`src/rtl/mole_timer_array.sv`:
```
// Multi-hole whack-a-mole timer: one countdown per hole, fed by a shared 0.1 s
// prescaler, with hit/miss reporting, pause and a live count of raised moles.
module mole_timer_array #(
  parameter int N_MOLES  = 9,
  parameter int TICK_DIV = 10000000,
  parameter int IDX_W    = 4,
  parameter int REM_W    = 6
) (
  input  logic                             CLK100MHZ,
  input  logic                             CPU_RESETN,
  input  logic                             enable,
  input  logic                             pause,
  input  logic [1:0]                       difficulty,
  input  logic                             spawn_valid,
  input  logic [IDX_W-1:0]                 spawn_idx,
  input  logic [2:0]                       spawn_time,
  input  logic [N_MOLES-1:0]               whack,
  output logic [N_MOLES-1:0]               mole_up,
  output logic [N_MOLES-1:0]               hit_pulse,
  output logic [N_MOLES-1:0]               miss_pulse,
  output logic [$clog2(N_MOLES+1)-1:0]     active_count
);

  localparam int PRE_W = (TICK_DIV > 1) ? $clog2(TICK_DIV) : 1;
  localparam int CNT_W = $clog2(N_MOLES + 1);
  localparam logic [PRE_W-1:0] PRE_MAX = PRE_W'(TICK_DIV - 1);

  typedef enum logic {DOWN, UP} chan_e;

  logic [PRE_W-1:0]   pre_q, pre_d;
  logic               tick;
  logic [REM_W-1:0]   dur;
  logic               spawnOk;
  chan_e              state_q [N_MOLES];
  chan_e              state_d [N_MOLES];
  logic [REM_W-1:0]   rem_q   [N_MOLES];
  logic [REM_W-1:0]   rem_d   [N_MOLES];
  logic [N_MOLES-1:0] hit_q, hit_d;
  logic [N_MOLES-1:0] miss_q, miss_d;

  // Prescaler freezes during pause so resuming neither loses nor adds a tick.
  always_comb begin
    pre_d = pre_q;
    if (!pause) begin
      pre_d = (pre_q == PRE_MAX) ? '0 : pre_q + PRE_W'(1);
    end
  end

  assign tick = !pause && (pre_q == PRE_MAX);

  always_comb begin
    dur = '0;
    case (difficulty)
      2'b00:   dur = REM_W'(26) + REM_W'({spawn_time, 1'b0});
      2'b01:   dur = REM_W'(18) + REM_W'(spawn_time);
      2'b10:   dur = REM_W'(8)  + REM_W'(spawn_time);
      default: dur = REM_W'(4)  + REM_W'(spawn_time);
    endcase
  end

  assign spawnOk = spawn_valid && enable && !pause && (int'(spawn_idx) < N_MOLES);

  // Per-channel priority: disable, spawn (reload, masks whack), whack, timeout.
  always_comb begin
    state_d = state_q;
    rem_d   = rem_q;
    hit_d   = '0;
    miss_d  = '0;
    for (int i = 0; i < N_MOLES; i++) begin
      if (!enable) begin
        state_d[i] = DOWN;
        rem_d[i]   = '0;
      end else if (spawnOk && (spawn_idx == IDX_W'(i))) begin
        state_d[i] = UP;
        rem_d[i]   = dur;
      end else if (state_q[i] == UP) begin
        if (whack[i] && !pause) begin
          state_d[i] = DOWN;
          rem_d[i]   = '0;
          hit_d[i]   = 1'b1;
        end else if (tick) begin
          if (rem_q[i] == REM_W'(1)) begin
            state_d[i] = DOWN;
            rem_d[i]   = '0;
            miss_d[i]  = 1'b1;
          end else begin
            rem_d[i] = rem_q[i] - REM_W'(1);
          end
        end
      end
    end
  end

  always_ff @(posedge CLK100MHZ) begin
    if (!CPU_RESETN) begin
      pre_q  <= '0;
      hit_q  <= '0;
      miss_q <= '0;
      for (int i = 0; i < N_MOLES; i++) begin
        state_q[i] <= DOWN;
        rem_q[i]   <= '0;
      end
    end else begin
      pre_q   <= pre_d;
      hit_q   <= hit_d;
      miss_q  <= miss_d;
      state_q <= state_d;
      rem_q   <= rem_d;
    end
  end

  always_comb begin
    mole_up      = '0;
    active_count = '0;
    for (int i = 0; i < N_MOLES; i++) begin
      mole_up[i]   = (state_q[i] == UP);
      active_count = active_count + CNT_W'(state_q[i] == UP);
    end
  end

  assign hit_pulse  = hit_q;
  assign miss_pulse = miss_q;

endmodule

```
`config.mk`:
```
export PLATFORM = sky130hd
export DESIGN_NAME = mole_timer_array
export DESIGN_NICKNAME = d
export VERILOG_FILES = /design/src/rtl/mole_timer_array.sv
export SDC_FILE = /design/constraint.sdc
export NUM_CORES = 1
export LEC_CHECK = 0
export CAP_MARGIN = 20
export CORE_AREA = 5 5 156 158
export CTS_CLUSTER_DIAMETER = 80
export DETAILED_ROUTE_END_ITERATION = 10
export DIE_AREA = 0 0 161 163
export PLACE_DENSITY = 0.56
export SETUP_SLACK_MARGIN = 0.02
export SYNTH_ARGS = -nofsm -noshare
export SYNTH_HDL_FRONTEND = slang
export SYNTH_SLANG_ARGS = --single-unit
```
`constraint.sdc`:
```
create_clock -name CLK100MHZ -period 3.8 [get_ports CLK100MHZ]
set_input_delay 1.14 -clock CLK100MHZ [delete_from_list [all_inputs] [get_ports CLK100MHZ]]
set_output_delay 1.14 -clock CLK100MHZ [all_outputs]
set_load 0.03 [all_outputs]
```
==> qor.yml <==
slew_violations: 0
violations: "setup timing"
power.density_nw_per_um2: 303
path_class: "flop to primary output"
synth_edf_count: 0
ys_seq_area_share_pct: 32.5
rr_endpoint: "miss_pulse[1]"
cp-start-kind: "flop"
clk_latency_ps: 370
setup_slack_ps: -588
cts_tree: "built"
crit_chain: "inv_2 > fa_1 > fa_1 > fa_1 > fa_2 > fa_2 > xnor2_4 > buf_6"
yosys.area.top_type: "dfxtp_1"
diodes: 0
drt_iter0_drc: 484
cts_buffer_depth: 2
synth_cell_types: 67
fmax_mhz: 228
cts_root_buffer: "clkbuf_16"
grt_antenna_before_repair: 0
use_met1_pct: 20.2
vias: 6150
end_kind: "primary output"
die_w_um: 161
drv_cap: 0
final_cell_mix: "dfxtp_1 (102), nor2_1 (63), nand2_1 (55)"
area_growth_pct: 21.1
cts_num_sinks: 105
worstMarginPinSlew_ps: 705
via_per_inst: 5.38
hold_viol: 0
syn_area_per_cell_um2: 8.19
grt_pass1_wl_um: 32000
layout.cells.non_filler: 1144
r2r_start: "pre_q[11]"
holdPathEnd: "rem_q[39]"
finalSetupViolations: 4
core_area_um2: 23000
io_pins: 54
ys.flop_type: "dfxtp_1"
htreeDepth: 3
routed_wirelength_um: 19900
slowest_delay_ps: 540
busiest_layer: "met2"
cp.required_ps: 2660
grt_util_met3_pct: 3.26
start_util_pct: 28.1
synth-seq-cells: 105
hold_depth: 2
portBuffers: 53
use_met2_pct: 24.6
ant_nets: 0
path_clk_slew_ps: 70
wl_per_cell_um: 17.4
placed_cells: 1127
power.total_mw: 2.37
grt_pass1_vias: 5807
slew_headroom_pct: 52.6
ys_warn_count: 0
hp-start: "rem_q[39]"
synth.cell_area_um2: 6460
synth_cells: 789
synth_fp_nets: 842
die_area_um2: 26200
gr-total-overflow: 0
r2r_slack_ps: 1450
yosys.area.top_type_share_pct: 32.5
cp_slowest_cell: "fa_1"
grt_max_degree: 26
ir_worst_vdd_v: 0.000164
fin_nets: 902
cts-hold-fix-buffers: 0
drive_above_1_share_pct: 10.7
finalSetupTns_ps: -1700
path_max_fanout: 2
gp_congestion: 0.865
cts_made_buffers: 9
drt_pass1_iterations: 5
drc: 0
synth.top_cells.by_area: "dfxtp_1 (33%), ha_1 (4.8%), a21oi_1 (3.7%), nor2_1 (3.7%), o21ai_0 (3.4%)"
async_reset_ff_share_pct: 0
rsz0062_at_grt: "true"
rr_worst_depth: 5
worstPathArrival_ps: 3250
rows: 56
hp-class: "flop to flop"
layout_commonest_cell: "dfxtp_1"
pre_cts_ws_ps: -663
cp_common_cell: "fa_1"
track_usage_pct: 15.3
die_h_um: 163
p_leak_nw: 2.88
status: "finished with violations"
fin_crit_ps: 4390
hpwl_um: 13900
finClkSkew_ps: 13.5
period_share_pct: 115
layout make-up:
type / instances / area, um2
fillers: 2386 / 15200
multi-input cells: 607 / 4080
well taps: 290 / 363
flip-flops and latches: 105 / 2110
clock inverters: 7 / 106
repair buffers: 88 / 798
inverters: 38 / 143
clock buffers: 9 / 225
state kept, by name, summed over array words and instances, names as in the netlist:
register and count:
rem_q 54, miss_pulse 9, pre_q 24, hit_pulse 9, mole_up 9
critical path: cells and delay by family (launching register included):
kind | cells | cell delay (ps)
adders and majority gates | 5 | 2180
buffers and inverters | 2 | 190
xor gates and xnor gates | 1 | 170
DFF | 1 | 350
through the flow:
| step | utilization, % | area, um2 | hold slack [ps] |
|---|---|---|---|
| after floorplan | - | 6500 | 449 |
| after global placement | 32.5 | 7480 | 473 |
| after detailed placement | 32.5 | 7480 | 478 |
| after CTS | 34.1 | 7830 | 490 |
| after global routing | 34.1 | 7830 | 538 |
| final | 34.1 | 7830 | 492 |
metal layers:
| layer | vias to the layer above | wire length [um] |
|---|---|---|
| met5 | - | 0 |
| met1 | 2919 | 8840 |
| met4 | 0 | 608 |
| li1 | 2990 | - |
| met2 | 202 | 9080 |
| met3 | 39 | 1420 |
worst max-delay path by stage:
| stage | depth (start not counted) | from | to |
|---|---|---|---|
| detailed placement | 8 | mole_up[0] | active_count[1] |
| global placement | 8 | mole_up[0] | active_count[1] |
| CTS | 8 | mole_up[0] | active_count[2] |
| global route | 8 | mole_up[0] | active_count[2] |
| finish | 8 | mole_up[0] | active_count[2] |
| floorplan | 7 | mole_up[0] | active_count[2] |
kinds of logic after synthesis:
logic type,after synthesis,synth area share [%]
flops,105,32.5
mux,5,0.794
compound gates,193,21.0
buf+inv,77,4.72
fa+ha+maj,30,6.39
xor+xnor,38,5.15
simple gates,341,29.4
synth_stat cells (all sizes together) (7+ instances only):
master and n:
a211oi 7, a21oi 48, and2 13, and3 9
and4 8, buf 13, clkbuf 26, dfxtp 105
ha 25, inv 38, nand2 56, nand2b 13
nand3 31, nand4 20, nor2 63, nor2b 19
nor3 42, nor4 23, nor4b 8, o211a 8
o211ai 10, o21ai 55, o21bai 8, o22a 9
o311ai 8, or3 9, xnor2 19, xor2 19
power breakdown:
part           switching (mW)  internal [mW]
sequential            0.00357           1.10
combinational           0.125         0.0800
clock                   0.473          0.591
total                   0.602           1.77
repair_timing:
| item | CTS | global route |
|---|---|---|
| gates resized for setup | 11 | 0 |
| endpoints found under the setup margin | 4 | 4 |
| buffers inserted | 1 | 0 |
Note: power is estimated with default switching activity, not from simulation.
